File: config.mk
export PLATFORM = sky130hd
export DESIGN_NAME = clkdiv_ctrl
export DESIGN_NICKNAME = d
export VERILOG_FILES = /design/src/rtl/clkdiv_ctrl.sv
export SDC_FILE = /design/constraint.sdc
export NUM_CORES = 1
export LEC_CHECK = 0
export CAP_MARGIN = 40
export CORE_ASPECT_RATIO = 1.75
export CORE_UTILIZATION = 52
export CTS_BUF_LIST = sky130_fd_sc_hd__clkbuf_4 sky130_fd_sc_hd__clkbuf_8 sky130_fd_sc_hd__clkbuf_16
export CTS_CLUSTER_DIAMETER = 50
export CTS_CLUSTER_SIZE = 40
export DETAILED_ROUTE_END_ITERATION = 16
export PLACE_DENSITY_LB_ADDON = 0.08
export REMOVE_ABC_BUFFERS = 1
export SYNTH_ARGS = -nofsm -noshare
export SYNTH_HDL_FRONTEND = slang
export SYNTH_SLANG_ARGS = --single-unit
File: constraint.sdc
create_clock -name i_ref_clk -period 2.72 [get_ports i_ref_clk]
set_input_delay 0.544 -clock i_ref_clk [delete_from_list [all_inputs] [get_ports i_ref_clk]]
set_output_delay 0.544 -clock i_ref_clk [all_outputs]
set_load 0.005 [all_outputs]
File: src/rtl/clkdiv_ctrl.sv
// rtl/clkdiv_ctrl.sv - round-robin reconfiguration sequencer for the integer clock divider
// Optional macro CLKDIV_CTRL_SKIP_SAME_EN: acknowledge at once when the locked ratio already matches.
module clkdiv_ctrl #(
  parameter int              Width         = 8,
  parameter int              SETTLE_CYCLES = 4,
  parameter logic [Width-1:0] DEFAULT_RATIO = 'd2
) (
  input  logic             i_ref_clk,
  input  logic             i_rst,
  input  logic [1:0]       i_req,
  input  logic [Width-1:0] i_req0_ratio,
  input  logic [Width-1:0] i_req1_ratio,
  output logic [1:0]       o_ack,
  output logic             o_busy,
  output logic             o_owner,
  output logic             o_clk_en,
  output logic [Width-1:0] o_div_ratio,
  output logic             o_lock
);

  typedef enum logic [2:0] {IDLE, DRAIN, LOAD, WAIT, DONE} state_t;

  localparam logic [Width:0] SETTLE_INIT = (Width+1)'(SETTLE_CYCLES - 1);
  localparam logic [Width:0] CNT_ONE     = (Width+1)'(1);

  state_t           state, state_nxt;
  logic [Width:0]   cnt, cnt_nxt;
  logic [Width-1:0] r_ratio, r_ratio_nxt;
  logic [Width-1:0] div_nxt;
  logic [Width-1:0] win_ratio;
  logic [Width:0]   wait_len;
  logic [1:0]       ack_nxt;
  logic             ptr, ptr_nxt;
  logic             winner, owner_nxt, busy_nxt, en_nxt, lock_nxt;
  logic             bypass, skip;

  // Contended grants go to the pointer; a lone request wins outright.
  assign winner    = (i_req == 2'b11) ? ptr : i_req[1];
  assign win_ratio = winner ? i_req1_ratio : i_req0_ratio;

  // Ratios 0 and 1 bypass the divider: no enable, one-cycle stabilisation wait.
  assign bypass   = (r_ratio[Width-1:1] == '0);
  assign wait_len = bypass ? CNT_ONE : {r_ratio, 1'b0};

`ifdef CLKDIV_CTRL_SKIP_SAME_EN
  assign skip = (win_ratio == o_div_ratio) && o_lock;
`else
  assign skip = 1'b0;
`endif

  always_comb begin
    state_nxt   = state;
    cnt_nxt     = cnt;
    r_ratio_nxt = r_ratio;
    ptr_nxt     = ptr;
    owner_nxt   = o_owner;
    busy_nxt    = o_busy;
    en_nxt      = o_clk_en;
    div_nxt     = o_div_ratio;
    lock_nxt    = o_lock;
    ack_nxt     = 2'b00;
    case (state)
      IDLE: begin
        if (i_req != 2'b00) begin
          ptr_nxt   = ~winner;
          owner_nxt = winner;
          busy_nxt  = 1'b1;
          if (skip) begin
            ack_nxt   = winner ? 2'b10 : 2'b01;
            state_nxt = DONE;
          end else begin
            r_ratio_nxt = win_ratio;
            en_nxt      = 1'b0;
            lock_nxt    = 1'b0;
            cnt_nxt     = SETTLE_INIT;
            state_nxt   = DRAIN;
          end
        end
      end
      DRAIN: begin
        if (cnt == '0) state_nxt = LOAD;
        else           cnt_nxt   = cnt - CNT_ONE;
      end
      LOAD: begin
        // The ratio only ever changes here, while the enable is still low.
        div_nxt   = r_ratio;
        en_nxt    = ~bypass;
        cnt_nxt   = wait_len - CNT_ONE;
        state_nxt = WAIT;
      end
      WAIT: begin
        if (cnt == '0) begin
          lock_nxt  = 1'b1;
          ack_nxt   = o_owner ? 2'b10 : 2'b01;
          state_nxt = DONE;
        end else begin
          cnt_nxt = cnt - CNT_ONE;
        end
      end
      DONE: begin
        busy_nxt  = 1'b0;
        state_nxt = IDLE;
      end
      default: state_nxt = IDLE;
    endcase
  end

  always_ff @(posedge i_ref_clk or posedge i_rst) begin
    if (i_rst) begin
      state       <= IDLE;
      cnt         <= '0;
      r_ratio     <= DEFAULT_RATIO;
      ptr         <= 1'b0;
      o_owner     <= 1'b0;
      o_busy      <= 1'b0;
      o_clk_en    <= 1'b0;
      o_div_ratio <= DEFAULT_RATIO;
      o_lock      <= 1'b0;
      o_ack       <= 2'b00;
    end else begin
      state       <= state_nxt;
      cnt         <= cnt_nxt;
      r_ratio     <= r_ratio_nxt;
      ptr         <= ptr_nxt;
      o_owner     <= owner_nxt;
      o_busy      <= busy_nxt;
      o_clk_en    <= en_nxt;
      o_div_ratio <= div_nxt;
      o_lock      <= lock_nxt;
      o_ack       <= ack_nxt;
    end
  end

endmodule

==> results.md, run 1 <==
- Pre-CTS WS: 0.2844 ns
- Setup Buffers After CTS: 0
- Routed via count: 1710
- Sw Share: 22.52%
- Clock latency on the worst-skew pair: 0.29 ns
- Root buffer selected by CTS: clkbuf_8
- Placed insts: 272
- Most frequent cells in the layout: 33 x dfrtp_1, 33 x clkdlybuf4s50_1, 32 x nand2_1
- Final wirelength: 4.838 mm
- Internal power: 0.0008519 W
- Initial DRC count: 78
- Worst flop-to-flop path endpoint: cnt[2]
- Area Overhead vs Synth: 26.16%
- PostCTS Resize Cnt: 0
- Crit path max fanout: 7
- Main combinational cell family by area after synthesis: simple AND/OR/NAND/NOR gates
- Vias per cell: 6.107
- Comb power frac: 7.2%
- Crit path depth: 9
- CTS tree: built
- Maximum vdd drop: 0.0003678 V
- First-pass GRT wire length: 8.114 mm
- Crit path top cell by count: buf_4
- Worst-Margin Slew: 0.6491 ns
- IO Pins: 34
- Final Non-Filler Cells: 280
- WP data required: 2.90 ns
- Worst setup margin: 0.4430 ns
- Worst-path cell chain: or3_4 > nor3_4 > buf_4 > mux2i_1 > ha_1 > buf_4 > and3_1 > a31oi_1 > o2bb2ai_1
- Fill count: 275
- Clk sinks: 35
- Core area: 3398 um2
- Row cnt: 28
- Synth Area in XOR/XNOR: 0.9321%
- DR DRC count: 0
- CP bufs+invs: 2
- GRT Overall Usage: 30.70%
- Compound-cell area share of the yosys netlist: 16.84%
- Hold Vio Cnt, Final: 0
- Path depth of the worst reg2reg path: 9
- Sequential power share: 50.3%
- Fmax: 0.4392 GHz
- Crit. Startpoint: r_ratio[2]
- CP arrival: 2.45 ns
- Outcome: complete, no violations
- CTS clock-pin slew for the worst setup and hold paths: 0.07 ns
- Adder-cell share of the synthesized area: 0.6658%
- Post-synthesis sequential area ratio: 46.74%
- Multi-input logic area: 914.6 um2
- R2R Setup Slk: 0.44 ns
- Hold Crit Class: reg -> reg
- Vias in the first global route: 1720
- RSZ-0062 raised after global routing: no
- Slew HR: 56.12%
- Power density cells: 463.7 nW/um2
- Mux cell area share after synthesis: 2.796%
- Period utilization: 83.71%
- Main synth FF type: dfrtp_1
- Hold buffers post-CTS: 0
- Slowest cell delay on critical path: 0.44 ns
- ANT cells: 0
- Syn. warnings: 0
- Count of cell types in the netlist: 49
- Max-cap violations: 0
- CTS Buf Count: 5
- Post-synth EDFFs: 0
- Total Neg Setup Slack: 0 ns
- Largest net degree at the start of global routing: 36
- Post-Synthesis Cells: 197
- Slew Viols, Final: 0
- Die ar.: 3868 um2
- Syn Area/Cell: 9.540 um2
- Antenna viol nets, final: 0
- Chip width: 47.45 um
- Clock Power Share: 42.5%
- Final setup vio count: 0
- Worst hold path stage count: 2
- Die Y: 81.53 um
- Startpoint Class: flop
- RR Startpoint: r_ratio[2]
- Leak: 1.067 nW
- Dpl hpwl: 3.689 mm
- Critical path class: reg -> reg
- Worst hold path endpoint: o_div_ratio[1]
- Drt wl/cell: 17.28 um
- Crit path capture type: flop
- Input/output buffers: 33
- Reg area: 878.3 um2
- CTS max path bufs: 2
- Mapped cell area: 1879 um2
- DR pass1 iterations: 5
- Final #Nets: 255
- Layout Skew: 0.001838 ns
- Routability cong.: 0.9795
- Fraction of registers with async set/reset: 100.0%
- H-tree depth: 2
- Share of layout cells above drive strength 1: 11.49%
- Final Critical Period: 2.277 ns
- Crit-path slowest cell: dfrtp_1
- Yosys reg bits: 35
- Sw Pwr: 0.0002476 W
- Synth Area in Simple Gates: 27.43%
- Initial antenna violation count: 0
- CP delay by family, top: simple AND/OR/NAND/NOR gates
- Min-delay src: o_div_ratio[1]
- Grt ovf: 0
- Initial cell density of the core: 55.30%
[cells in the mapped netlist (all sizes together) (4+ instances only)]
cell type  number  area share, %
nor3           10            3.5
nor2           13            2.7
clkbuf          5            1.0
and3            9            3.0
nand2          32            6.4
nor4            6            2.3
o21ai          12            3.2
inv             5            1.0
a221o           9            4.9
a31oi           4            1.3
nand2b          4            1.3
a21oi           4            1.1
mux2i           4            2.8
buf             6            2.6
dfrtp          33             44
[per-stage QoR]
| stage | cell area [um2] | hold slack (ns) | utilization, % | power (W) |
|---|---|---|---|---|
| detailed placement | 2258 | 0.4537 | 66.46 | 0.0006424 |
| finish | 2371 | 0.4607 | 69.77 | 0.001099 |
| CTS | 2371 | 0.4633 | 69.77 | 0.001107 |
| global route | 2371 | 0.4773 | 69.77 | 0.001146 |
| global placement | 2258 | 0.4516 | 66.46 | 0.0006380 |
| floorplan | 1812 | 0.4482 | - | 0.0005937 |
[layout make-up]
type | instances | share of cell area, %
multi-input cells | 146 | 38.58
flip-flops and latches | 35 | 37.04
repair buffers | 41 | 16.46
clock buffers | 5 | 2.902
well taps | 45 | 2.375
clock inverters | 3 | 1.847
inverters | 5 | 0.7916
[registers in the layout, indices dropped and copies added (netlist names), 2 cells and up]
name,count
cnt,9
r_ratio,8
state,3
o_div_ratio,8
o_ack,2
[routing by layer]
| metal | share of wire [%] | track usage [%] | wire length, um |
|---|---|---|---|
| met3 | 5.6 | 9.231 | 269 |
| met4 | 5.5 | 20.00 | 265 |
| met5 | 0 | 0 | 0 |
| met2 | 53 | 49.59 | 2556 |
| met1 | 36 | 32.95 | 1746 |
[how the worst max path moves through the flow]
stage	end	slack (ns)
after global routing	cnt[2]	0.24
after CTS	cnt[6]	0.44
after global placement	r_ratio[1]	0.31
final	cnt[2]	0.44
after floorplan	cnt[4]	0.41
after detailed placement	r_ratio[7]	0.28
[worst reg2reg max path, stage by stage, from the launching register on]
cell       delay (ns)
dfrtp_1          0.44
or3_4            0.43
nor3_4           0.18
buf_4            0.18
mux2i_1          0.08
ha_1             0.23
buf_4            0.17
and3_1           0.14
a31oi_1          0.23
o2bb2ai_1        0.09
[power groups by stage]
stage | combinational, W | clock [W] | sequential, W
5_1_grt | 0.0000878 | 0.000503 | 0.000555
3_5_place_dp | 0.0000799 | 0 | 0.000562
2_1_floorplan | 0.0000366 | 0 | 0.000557
3_3_place_gp | 0.0000769 | 0 | 0.000561
6_report | 0.0000793 | 0.000467 | 0.000553
4_1_cts | 0.0000799 | 0.000475 | 0.000552
[kinds of logic after synthesis]
family                     Yosys count
DFF                                 35
buffers and inverters               16
adders and majority gates            1
AOI/OAI and AO/OA                   44
xor gates and xnor gates             2
and+or+nand+nor                     95
muxes                                4
(Power assumes the default switching activity.)
==> run 2, diff against run 1 <==
==> constraint.sdc (replaced) <==
create_clock -name i_ref_clk -period 2.2 [get_ports i_ref_clk]
set_input_delay 0.44 -clock i_ref_clk [delete_from_list [all_inputs] [get_ports i_ref_clk]]
set_output_delay 0.44 -clock i_ref_clk [all_outputs]
set_load 0.005 [all_outputs]
==> results.md, run 2 (same netlist as run 1, synthesis figures left out) <==
- Final wirelength: 5.340 mm (+10%)
- Hold Vio Cnt, Final: 0 (unchanged)
- Placed insts: 285 (+4.8%)
- Initial cell density of the core: 55.30% (unchanged)
- Hold buffers post-CTS: 0 (unchanged)
- Final Critical Period: 2.140 ns (-0.1375 ns)
- IO Pins: 34 (unchanged)
- ANT cells: 0 (unchanged)
- Row cnt: 28 (unchanged)
- Fill count: 244 (-11%)
- Biggest register: cnt
- Area post-placement: 2356 um2 (+4.3%)
- Crit path max fanout: 7 (unchanged)
- DR pass1 iterations: 4 (-1)
- Final Cell Area: 2511 um2 (+5.9%)
- Hold slack: 0.4775 ns (+0.01674 ns)
- Maximum vdd drop: 0.0004931 V (+34%)
- Startpoint Class: flop
- Period utilization: 97.25% (+14 points)
- Share of layout cells above drive strength 1: 21.03% (+9.5 points)
- Slew Viols, Final: 0 (unchanged)
- Root buffer selected by CTS: clkbuf_8
- DR DRC count: 0 (unchanged)
- Fmax: 0.4674 GHz (+6.4%)
- Top flop regs: cnt (9), o_div_ratio (8), r_ratio (8)
- Vias in the first global route: 1780 (+3.5%)
- Clock latency on the worst-skew pair: 0.29 ns (about the same)
- Hold Crit Class: reg -> reg
- Internal power: 0.0009560 W (+12%)
- Die Y: 81.53 um (unchanged)
- CTS max path bufs: 2 (unchanged)
- H-tree depth: 2 (unchanged)
- Die ar.: 3868 um2 (unchanged)
- CP arrival: 2.30 ns (-0.15 ns)
- Final setup vio count: 0 (unchanged)
- Most frequent cells in the layout: 33 x dfrtp_1, 33 x clkdlybuf4s50_1, 32 x nand2_1
- Slew HR: 64.03% (+7.9 points)
- Initial DRC count: 45 (-42%)
- CTS clock-pin slew for the worst setup and hold paths: 0.07 ns (about the same)
- Sw Share: 24.66% (+2.1 points)
- CTS Buf Count: 5 (unchanged)
- Total Neg Setup Slack: 0 ns (unchanged)
- Clock Power Share: 36.1% (-6.4 points)
- Grt ovf: 0 (unchanged)
- Pre-CTS WS: -0.02834 ns (-0.3128 ns)
- Leak: 1.141 nW (+6.9%)
- Layout Skew: 0.005022 ns (+0.003184 ns)
- Worst-Margin Slew: 0.5321 ns (-0.1170 ns)
- Vias per cell: 6.010 (-1.6%)
- GRT Overall Usage: 31.59% (+0.89 points)
- RSZ-0062 raised after global routing: yes
- Comb power frac: 10.8% (+3.6 points)
- Sw Pwr: 0.0003129 W (+26%)
- Crit path capture type: flop
- Final Non-Filler Cells: 297 (+6.1%)
- Chip width: 47.45 um (unchanged)
- Clk sinks: 35 (unchanged)
- Largest net degree at the start of global routing: 36 (unchanged)
- Area Overhead vs Synth: 33.62%
- First-pass GRT wire length: 8.404 mm (+3.6%)
- Max-cap violations: 0 (unchanged)
- Dpl hpwl: 3.986 mm (+8.0%)
- Routability cong.: 0.9090 (-7.2%)
- Antenna viol nets, final: 0 (unchanged)
- WP data required: 2.36 ns (-0.54 ns)
- Routed via count: 1785 (+4.4%)
- Initial antenna violation count: 0 (unchanged)
- Worst setup margin: 0.06049 ns (-0.3825 ns)
- Final #Nets: 272 (+6.7%)
- Sequential power share: 53.2% (+2.9 points)
- Core area: 3398 um2 (unchanged)
- Input/output buffers: 33 (unchanged)
- CTS tree: built
- Drt wl/cell: 17.98 um (+4.1%)
- Reg area: 878.3 um2 (unchanged)
- Power density cells: 505.3 nW/um2 (+9.0%)
- Outcome: complete, no violations
- Critical path class: reg -> reg
- Multi-input logic area: 947.2 um2 (+3.6%)
- Max FFs per register: 9 (unchanged)
## run 2: cell count changes in the layout (fill, tap and decap cells not counted), moves of 2 or more
cell | previous run | this run
o21ai_0 | 11 | 9
buf_4 | 8 | 24
clkinvlp_4 | 0 | 2
o311ai_0 | 2 | 0
o21ai_1 | 1 | 3
## run 2: final cells by class
type | count | share of cell area [%]
clock buffers | 5 | 2.740
clock inverters | 3 | 0.7972
inverters | 5 | 0.7474
multi-input cells | 146 | 37.72
flip-flops and latches | 35 | 34.98
well taps | 45 | 2.242
repair buffers | 58 | 20.78
## run 2: critical path: stages, from the launching register on
cell	delay (ns)
dfrtp_1	0.41
or3_4	0.42
nor3_4	0.21
buf_6	0.14
mux2i_2	0.06
ha_2	0.21
buf_4	0.16
nand4b_1	0.11
nand2_1	0.07
a31oi_1	0.17
o21ai_1	0.08
## run 2: power groups by stage
stage                     clock (W)  combinational [W]  sequential (W)
after floorplan                   0          0.0000452        0.000689
after global placement            0           0.000120        0.000684
after detailed placement          0           0.000124        0.000685
after CTS                  0.000460           0.000125        0.000673
after global routing       0.000487           0.000149        0.000676
final                      0.000458           0.000137        0.000675
## run 2: routing by layer
layer | vias to the layer above | GRT usage (%) | part of all wire (%) | wire length [um]
met4 | 0 | 18.57 | 4.3 | 227
li1 | 828 | - | - | -
met5 | - | 0 | 0 | 0
met2 | 69 | 53.84 | 55 | 2929
met3 | 20 | 8.132 | 4.8 | 254
met1 | 868 | 32.86 | 36 | 1928
## run 2: repair_timing
action,CTS,global route
endpoints found under the setup margin,1,4
gates resized for setup,1,13
pin swaps,0,4
buffers inserted,0,4
## run 2: worst paths after layout
check,startpoint,end,slack [ns],depth (start not counted)
max,r_ratio[6],cnt[4],0.06,10
min,o_div_ratio[0],o_div_ratio[0],0.48,2
max reg2reg,r_ratio[6],cnt[4],0.06,10
min reg2reg,o_div_ratio[0],o_div_ratio[0],0.48,2
max in group asynchronous,i_rst,o_div_ratio[1],1.32,3
min in group asynchronous,i_rst,o_div_ratio[7],0.54,3
## run 2: metrics by stage
step | total power, W | util (%)
after floorplan | 0.0007340 | -
final | 0.001269 | 73.90
after CTS | 0.001257 | 71.94
after global routing | 0.001312 | 73.90
after detailed placement | 0.0008085 | 69.33
after global placement | 0.0008036 | 69.33
